$ cat src/rtl/usb_pkg.sv
// Shared definitions for the USB receive path: line-state encodings,
// receive FSM states and protocol constants.
package usb_pkg;

    typedef enum logic [1:0] {
        RX_IDLE    = 2'd0,
        RX_SYNC    = 2'd1,
        RX_RECEIVE = 2'd2,
        RX_EOP     = 2'd3
    } rx_state_t;

    // Line states packed as {d_plus, d_minus}
    localparam logic [1:0] LINE_J   = 2'b10;
    localparam logic [1:0] LINE_K   = 2'b01;
    localparam logic [1:0] LINE_SE0 = 2'b00;

    localparam logic [7:0] SYNC_BYTE   = 8'h80;
    localparam int         STUFF_LIMIT = 6;

    // (1,1) is an illegal line condition and is folded into SE0
    function automatic logic [1:0] norm_line(input logic [1:0] pair);
        return (pair == 2'b11) ? LINE_SE0 : pair;
    endfunction

endpackage

$ cat src/rtl/rx_bit_timer.sv
// Synchronizes the raw D+/D- pair and recovers a mid-bit sample strobe
// by realigning a free-running bit counter on every line-state change.
module rx_bit_timer
    import usb_pkg::*;
#(
    parameter int CLKS_PER_BIT = 8
) (
    input  logic       clk,
    input  logic       n_rst,
    input  logic       d_plus_in,
    input  logic       d_minus_in,
    output logic [1:0] line_state,
    output logic       sample_strobe
);

    localparam int                CNT_W   = $clog2(CLKS_PER_BIT);
    localparam logic [CNT_W-1:0] CNT_LAST = CNT_W'(CLKS_PER_BIT - 1);
    localparam logic [CNT_W-1:0] CNT_MID  = CNT_W'(CLKS_PER_BIT / 2 - 1);

    logic [1:0]       meta_reg;
    logic [1:0]       sync_reg;
    logic [1:0]       line_prev_reg;
    logic [1:0]       line_now;
    logic [CNT_W-1:0] cnt_reg;
    logic             line_change;

    assign line_now      = norm_line(sync_reg);
    assign line_change   = (line_now != line_prev_reg);
    assign line_state    = line_now;
    assign sample_strobe = (cnt_reg == CNT_MID);

    always_ff @(posedge clk) begin
        if (!n_rst) begin
            meta_reg      <= LINE_J;
            sync_reg      <= LINE_J;
            line_prev_reg <= LINE_J;
            cnt_reg       <= '0;
        end else begin
            meta_reg      <= {d_plus_in, d_minus_in};
            sync_reg      <= meta_reg;
            line_prev_reg <= line_now;
            if (line_change || cnt_reg == CNT_LAST) begin
                cnt_reg <= '0;
            end else begin
                cnt_reg <= cnt_reg + 1'b1;
            end
        end
    end

endmodule

$ cat src/rtl/rx_decode_shift.sv
// USB receive decoder: NRZI decode, SYNC/EOP detection, bit unstuffing and
// LSB-first byte assembly on top of the recovered sample strobe.
module rx_decode_shift
    import usb_pkg::*;
#(
    parameter int CLKS_PER_BIT = 8
) (
    input  logic       clk,
    input  logic       n_rst,
    input  logic       d_plus_in,
    input  logic       d_minus_in,
    output logic [7:0] rx_data,
    output logic       rx_valid,
    output logic       rx_active,
    output logic       rx_eop,
    output logic       rx_error
);

    logic [1:0] line_state;
    logic       sample_strobe;

    rx_bit_timer #(
        .CLKS_PER_BIT(CLKS_PER_BIT)
    ) u_bit_timer (
        .clk          (clk),
        .n_rst        (n_rst),
        .d_plus_in    (d_plus_in),
        .d_minus_in   (d_minus_in),
        .line_state   (line_state),
        .sample_strobe(sample_strobe)
    );

    rx_state_t  state_reg;
    logic [1:0] prev_jk_reg;
    logic [7:0] shift_reg;
    logic [7:0] data_reg;
    logic [2:0] bit_cnt_reg;
    logic [2:0] ones_reg;
    logic       partial_reg;
    logic       valid_reg;
    logic       active_reg;
    logic       eop_reg;
    logic       error_reg;

    logic       is_se0;
    logic       nrzi_bit;
    logic [7:0] shift_next;

    assign is_se0     = (line_state == LINE_SE0);
    assign nrzi_bit   = (line_state == prev_jk_reg);
    assign shift_next = {nrzi_bit, shift_reg[7:1]};

    assign rx_data   = data_reg;
    assign rx_valid  = valid_reg;
    assign rx_active = active_reg;
    assign rx_eop    = eop_reg;
    assign rx_error  = error_reg;

    always_ff @(posedge clk) begin
        if (!n_rst) begin
            state_reg   <= RX_IDLE;
            prev_jk_reg <= LINE_J;
            shift_reg   <= '0;
            data_reg    <= '0;
            bit_cnt_reg <= '0;
            ones_reg    <= '0;
            partial_reg <= 1'b0;
            valid_reg   <= 1'b0;
            active_reg  <= 1'b0;
            eop_reg     <= 1'b0;
            error_reg   <= 1'b0;
        end else begin
            valid_reg <= 1'b0;
            eop_reg   <= 1'b0;
            error_reg <= 1'b0;
            if (sample_strobe) begin
                // SE0 carries no NRZI information, so only J/K update the reference
                if (!is_se0) begin
                    prev_jk_reg <= line_state;
                end
                case (state_reg)
                    RX_IDLE: begin
                        if (line_state == LINE_K) begin
                            state_reg   <= RX_SYNC;
                            shift_reg   <= shift_next;
                            bit_cnt_reg <= 3'd1;
                        end
                    end
                    RX_SYNC: begin
                        if (is_se0) begin
                            state_reg <= RX_IDLE;
                        end else begin
                            shift_reg <= shift_next;
                            if (bit_cnt_reg == 3'd7) begin
                                bit_cnt_reg <= '0;
                                ones_reg    <= '0;
                                if (shift_next == SYNC_BYTE) begin
                                    state_reg  <= RX_RECEIVE;
                                    active_reg <= 1'b1;
                                end else begin
                                    state_reg <= RX_IDLE;
                                end
                            end else begin
                                bit_cnt_reg <= bit_cnt_reg + 3'd1;
                            end
                        end
                    end
                    RX_RECEIVE: begin
                        if (is_se0) begin
                            partial_reg <= (bit_cnt_reg != 3'd0);
                            state_reg   <= RX_EOP;
                        end else if (ones_reg == 3'(STUFF_LIMIT)) begin
                            // Stuff position: a 0 is dropped, a 1 is a protocol violation
                            if (nrzi_bit) begin
                                error_reg  <= 1'b1;
                                active_reg <= 1'b0;
                                state_reg  <= RX_IDLE;
                            end else begin
                                ones_reg <= '0;
                            end
                        end else begin
                            ones_reg  <= nrzi_bit ? ones_reg + 3'd1 : 3'd0;
                            shift_reg <= shift_next;
                            if (bit_cnt_reg == 3'd7) begin
                                data_reg    <= shift_next;
                                valid_reg   <= 1'b1;
                                bit_cnt_reg <= '0;
                            end else begin
                                bit_cnt_reg <= bit_cnt_reg + 3'd1;
                            end
                        end
                    end
                    RX_EOP: begin
                        if (line_state == LINE_J) begin
                            eop_reg    <= 1'b1;
                            error_reg  <= partial_reg;
                            active_reg <= 1'b0;
                            state_reg  <= RX_IDLE;
                        end else if (line_state == LINE_K) begin
                            error_reg  <= 1'b1;
                            active_reg <= 1'b0;
                            state_reg  <= RX_IDLE;
                        end
                    end
                    default: state_reg <= RX_IDLE;
                endcase
            end
        end
    end

endmodule

$ cat config.mk
export PLATFORM = sky130hd
export DESIGN_NAME = rx_decode_shift
export DESIGN_NICKNAME = d
export VERILOG_FILES = /design/src/rtl/usb_pkg.sv /design/src/rtl/rx_bit_timer.sv /design/src/rtl/rx_decode_shift.sv
export SDC_FILE = /design/constraint.sdc
export NUM_CORES = 1
export LEC_CHECK = 0
export ABC_AREA = 1
export CAP_MARGIN = 20
export CORE_MARGIN = 2
export CORE_UTILIZATION = 30
export DETAILED_ROUTE_END_ITERATION = 16
export GPL_TIMING_DRIVEN = 0
export SLEW_MARGIN = 40
export SYNTH_ARGS = -nofsm -noshare
export SYNTH_HDL_FRONTEND = slang
export SYNTH_SLANG_ARGS = --single-unit
$ cat constraint.sdc
create_clock -name clk -period 1.6 [get_ports clk]
set_clock_uncertainty 0.05 [all_clocks]
set_input_delay 0.16 -clock clk [delete_from_list [all_inputs] [get_ports clk]]
set_output_delay 0.16 -clock clk [all_outputs]
set_load 0.1 [all_outputs]
== Yosys cells after proc, flatten, opt, wreduce, memory -nomap -nowiden ==
Index checks and enable logic that the tools add are counted.

* Register bits after elaboration: 40
* Input bits: 4
* Output and inout bits: 12
* Logic and storage cells: 113

* Add/sub/neg operators: 3
* Equality and inequality tests: 26
* Mux-type cells: 46
* Bitwise logic cells: 5
* Reductions and logical operators: 18

{| class="wikitable"
|+ Operator list
! kind !! number
|-
| $mux 3 || 11
|-
| $mux 8 || 4
|-
| $pmux 8 s3 || 1
|-
| $mux 2 || 10
|-
| $reduce_and 6->1 || 3
|-
| $ne 2x2->1 const B || 8
|-
| $mux 1 || 15
|-
| $ne 3x3->1 const B || 5
|-
| $add 3x1->3 const B || 3
|-
| $eq 3x3->1 const B || 3
|-
| $pmux 3 s3 || 1
|-
| $reduce_and 9->1 || 1
|-
| $reduce_bool 3->1 || 3
|-
| $eq 2x2->1 const B || 4
|-
| $eq 8x8->1 const B || 1
|-
| $pmux 2 s4 || 1
|-
| $pmux 3 s2 || 1
|-
| $reduce_and 3->1 || 2
|-
| $not 1->1 || 5
|-
| $reduce_and 5->1 || 1
|-
| $reduce_or 5->1 || 1
|-
| $eq 2x1->1 const B || 2
|-
| $logic_not 2->1 || 2
|-
| $reduce_and 2->1 || 2
|-
| 8 further kinds || 8
|}

== Longest topological paths before layout ==
* Depth in word-level cells: 8
* Mapped depth: 12
* Gate-level depth less buffers: 12

== Modules after synthesis ==
Synthesis repeated with hierarchy kept, for this count alone.

* Cell total of the unflattened synthesis: 261
* Area total of the unflattened synthesis: 1898.1 sq um

{| class="wikitable"
|+ By module, submodules not included
! module !! instances !! cells each !! area each (sq um) !! seq. area each (sq um)
|-
| rx_decode_shift || 1 || 221 || 1545.2 || 600.6
|-
| rx_bit_timer || 1 || 40 || 352.8 || 180.2
|}

== Least setup slack after synthesis ==
OpenSTA, ideal clock, no wires.

* Path type: reg2reg
* From: register u_bit_timer.sync_reg[0]
* To: register ones_reg[2]
* Library setup time: 0.119 ns
* Data arrival time: 1.447 ns
* Path slack: -0.016 ns
* Cell stages (with the launch flop): 10
* Clock period less this slack: 1.616 ns
* Path through: dfxtp_1 inv_1 ha_1 buf_6 inv_2 nand2_2 nor3_2 nand2_2 nor3b_1 nor2_1

* Cells in the longest elaborated chain, start to end: 7
* Elaborated cells between the ends (all ways): 12
* Those cells by class: eq/ne: 5; mux: 5; reduce/logical: 2

{| class="wikitable"
|+ Ends and longest elaborated chain
! item !! RTL line !! source
|-
| start, declared || rx_bit_timer.sv:21 || <nowiki>logic [1:0] sync_reg;</nowiki>
|-
| start signal, assigned || rx_bit_timer.sv:40 || <nowiki>sync_reg <= meta_reg;</nowiki>
|-
| $eq 2x2->1 || usb_pkg.sv:22 || <nowiki>return (pair == 2'b11) ? LINE_SE0 : pair;</nowiki>
|-
| $mux 2 * || usb_pkg.sv:22 ||
|-
| $eq 2x2->1 || rx_decode_shift.sv:50 || <nowiki>assign nrzi_bit = (line_state == prev_jk_reg);</nowiki>
|-
| $mux 3 || rx_decode_shift.sv:122 || <nowiki>ones_reg <= nrzi_bit ? ones_reg + 3'd1 : 3'd0;</nowiki>
|-
| $mux 3 || rx_decode_shift.sv:112 || <nowiki>end else if (ones_reg == 3'(STUFF_LIMIT)) begin</nowiki>
|-
| $mux 3 || rx_decode_shift.sv:109 || <nowiki>if (is_se0) begin</nowiki>
|-
| $pmux 3 s2 || rx_decode_shift.sv:81 || <nowiki>case (state_reg)</nowiki>
|-
| end signal, assigned || rx_decode_shift.sv:122 ||
|-
| end, declared || rx_decode_shift.sv:38 || <nowiki>logic [2:0] ones_reg;</nowiki>
|}

Mark *: on every way between the ends. The rest lies on a longest branch, timed or not. The select of a mux whose other input is x is not followed.
A chain may end at the register's enable or synchronous reset.

== Final worst setup path ==
* From: register u_bit_timer.cnt_reg[0]
* To: register shift_reg[5]

* Cells in the longest elaborated chain, start to end: 2

{| class="wikitable"
|+ Ends and longest elaborated chain
! item !! RTL line !! source
|-
| start, declared || rx_bit_timer.sv:24 || <nowiki>logic [CNT_W-1:0] cnt_reg;</nowiki>
|-
| start signal, assigned || rx_bit_timer.sv:45 || <nowiki>cnt_reg <= cnt_reg + 1'b1;</nowiki>
|-
| $eq 3x2->1 || rx_bit_timer.sv:30 || <nowiki>assign sample_strobe = (cnt_reg == CNT_MID);</nowiki>
|-
| $reduce_and 6->1 (no line) || - ||
|-
| end signal, assigned || rx_decode_shift.sv:85 || <nowiki>shift_reg <= shift_next;</nowiki>
|-
| end signal, assigned || rx_decode_shift.sv:93 || <nowiki>shift_reg <= shift_next;</nowiki>
|-
| end signal, assigned || rx_decode_shift.sv:123 || <nowiki>shift_reg <= shift_next;</nowiki>
|-
| end, declared || rx_decode_shift.sv:35 || <nowiki>logic [7:0] shift_reg;</nowiki>
|}

Every way passes these cells.

==> qor.txt <==
Seq/Total Area, Yosys: 40.39%
#FFs+latches synth: 39
worst skew pair latency: 0.29 ns
internal cell power: 1538 uW
routed vias: 1647
Synth top area share: 40.39%
post-synthesis cell type with the largest combined area: dfxtp_1
asr flop ratio synth: 0%
Clk network pwr share: 43.1%
clock root cell: clkbuf_8
Comb power frac: 6.5%
post-route minimum period: 1.548 ns
synthesized area per cell: 7.732 um2
H-Tree Depth: 2
Worst Tran Pin Value: 0.5162 ns
die area: 7101 um2
Static Leak: 0.001067 uW
Area growth, synth to finish: 26.54%
IO Pins: 16
RSZ-0062 raised after global routing: true
DRC viols: 0
Starting Density: 30.80%
Final setup viols: 0
CP Max Fanout: 6
relative slew slack: 65.59%
Synth area leaders: dfxtp_1, nand2_1, ha_1
DP Wirelength: 2827 um
CTS Buf Count: 5
CTS tree: yes
Fin Hold WS: 0.1721 ns
Rows: 29
max FFs per register: 8
largest net degree at the start of global routing: 13
Final Max Tran Viols: 0
Core ar.: 6277 um2
register clock-pin slew on the reported worst setup and hold paths: 0.08 ns
CP Capture Type: flip-flop
Max-Cap Viols: 0
sequential power share: 50.3%
Hold Buf Count CTS: 0
net count reported at finish: 295
share of layout cells above drive strength 1: 35.02%
peak supply drop: 0.0003855 V
Worst Path Required: 1.74 ns
EDFF count, synth: 0
net switching power figure: 429.7 uW
Switching Fraction: 21.84%
Avg WL per Cell: 11.74 um
fin crit share: 96.74%
drt initial violations: 122
fin area: 2446 um2
critical setup path kind: flip-flop to flip-flop
initial antenna violation count: 0
Layout fillers: 637
Worst EP arrival: 1.68 ns
DIE WIDTH: 84.27 um
Final ANT Viol Nets: 0
distinct cell type count after synthesis: 30
Startpoint Class: flip-flop
top_reg_cell synth: dfxtp_1
clk buf depth: 2
first-pass GRT wire length: 6575 um
Die Ht: 84.27 um
Buffers on Ports: 14
Syn. warnings: 0
placed cell areas: 2110 um2
highest-count cells in the layout ignoring fill and taps: nand2_1, dfxtp_1, nor2_1, inv_1, buf_2
power per cell area: 804.3 nW/um2
total global routing track utilization: 11.69%
Mapped Area: 1933 um2
final wirelength: 4157 um
DR vias/cell: 4.653
placer congestion estimate: 0.8506
most common cell after layout, fill and taps aside: nand2_1
final hold vios: 0
Cells after Synth: 250
clock sink count: 39
drt first pass iters: 4
hold crit path type: input pin to flip-flop
outcome: finished, final reports clean
global route overflow: 0
Max Fclk: 646.0 MHz
ant diodes: 0
number of global-route vias before repair: 1443
Syn Nets: 269
[worst paths after layout]
path	start	to	slack [ns]	depth (start not counted)
setup / recovery	u_bit_timer.cnt_reg[0]	shift_reg[5]	0.05	8
setup reg to reg	u_bit_timer.cnt_reg[0]	shift_reg[5]	0.05	8
hold reg to reg	u_bit_timer.meta_reg[1]	u_bit_timer.sync_reg[1]	0.36	1
hold / removal	n_rst	shift_reg[6]	0.17	3
[cells in the mapped netlist (2+ instances only)]
library cell,count
nor3b_1,3
a21oi_2,4
inv_2,8
nand2_2,4
o21ai_1,7
ha_1,15
a21oi_1,14
o21ai_2,3
buf_6,2
nor2_1,34
inv_1,23
nor3_1,2
o21ai_0,11
nand3_1,12
buf_2,2
nor2_4,2
dfxtp_1,39
or2_2,3
nand2_1,51
[kinds of logic (layout without fill, tap and decap cells)]
group / Yosys count / after routing / synth area share (%)
adder cells (fa/ha/maj): 15 / 15 / 9.709
flip-flops: 39 / 39 / 40.39
buffers and inverters: 38 / 65 / 9.190
AND/OR/NAND/NOR: 113 / 113 / 26.15
AO/OA/AOI/OAI: 45 / 45 / 14.56
[layout make-up]
| type | count | area (um2) | share of cell area [%] |
|---|---|---|---|
| Clock buffer | 6 | 82.58 | 3.376 |
| Tap cell | 77 | 96.34 | 3.939 |
| Buffer | 5 | 45.04 | 1.841 |
| Clock inverter | 2 | 35.03 | 1.432 |
| Sequential cell | 39 | 788.3 | 32.23 |
| Inverter | 32 | 132.6 | 5.422 |
| Timing Repair Buffer | 20 | 125.1 | 5.115 |
| Multi-Input combinational cell | 173 | 1141 | 46.65 |
[repair_timing]
item	4_1_cts	5_1_grt
pin swaps	3	11
resized for setup	19	37
endpoints found under the setup margin	24	25
gates cloned	1	0
buffers inserted	2	3
[power groups by stage]
stage	registers (uW)	logic (uW)	clock network (uW)
after floorplan	1010	79.9	0
after global placement	1010	106	0
after detailed placement	1010	107	0
after CTS	991	117	879
after global routing	992	141	931
final	991	128	848
[stage by stage]
step,TNS (ns),instances,power [uW],setup WS (ns),util [%]
finish,0,354,1967,0.05208,38.97
global route,-0.4502,354,2065,-0.06903,38.97
CTS,-0.05445,352,1987,-0.02216,36.85
detailed placement,-1.809,341,1120,-0.1222,33.61
global placement,-1.936,341,1119,-0.1019,34.56
floorplan,0,250,1092,0.01261,-
[worst max-delay path, stage by stage (launching register included)]
cell,delay (ns)
dfxtp_1,0.34
ha_2,0.22
ha_4,0.19
o21ai_1,0.10
nor2_2,0.12
nand2_2,0.11
buf_6,0.15
o21ai_2,0.11
a21oi_1,0.05
[layer usage]
metal	vias to the layer above	global-route usage, %	routed length, um
met5	-	0	0
met4	0	6.452	90
met3	5	3.638	176
met2	27	17.53	1975
met1	762	14.91	1914
li1	853	-	-
Note: power is estimated with default switching activity, not from simulation.
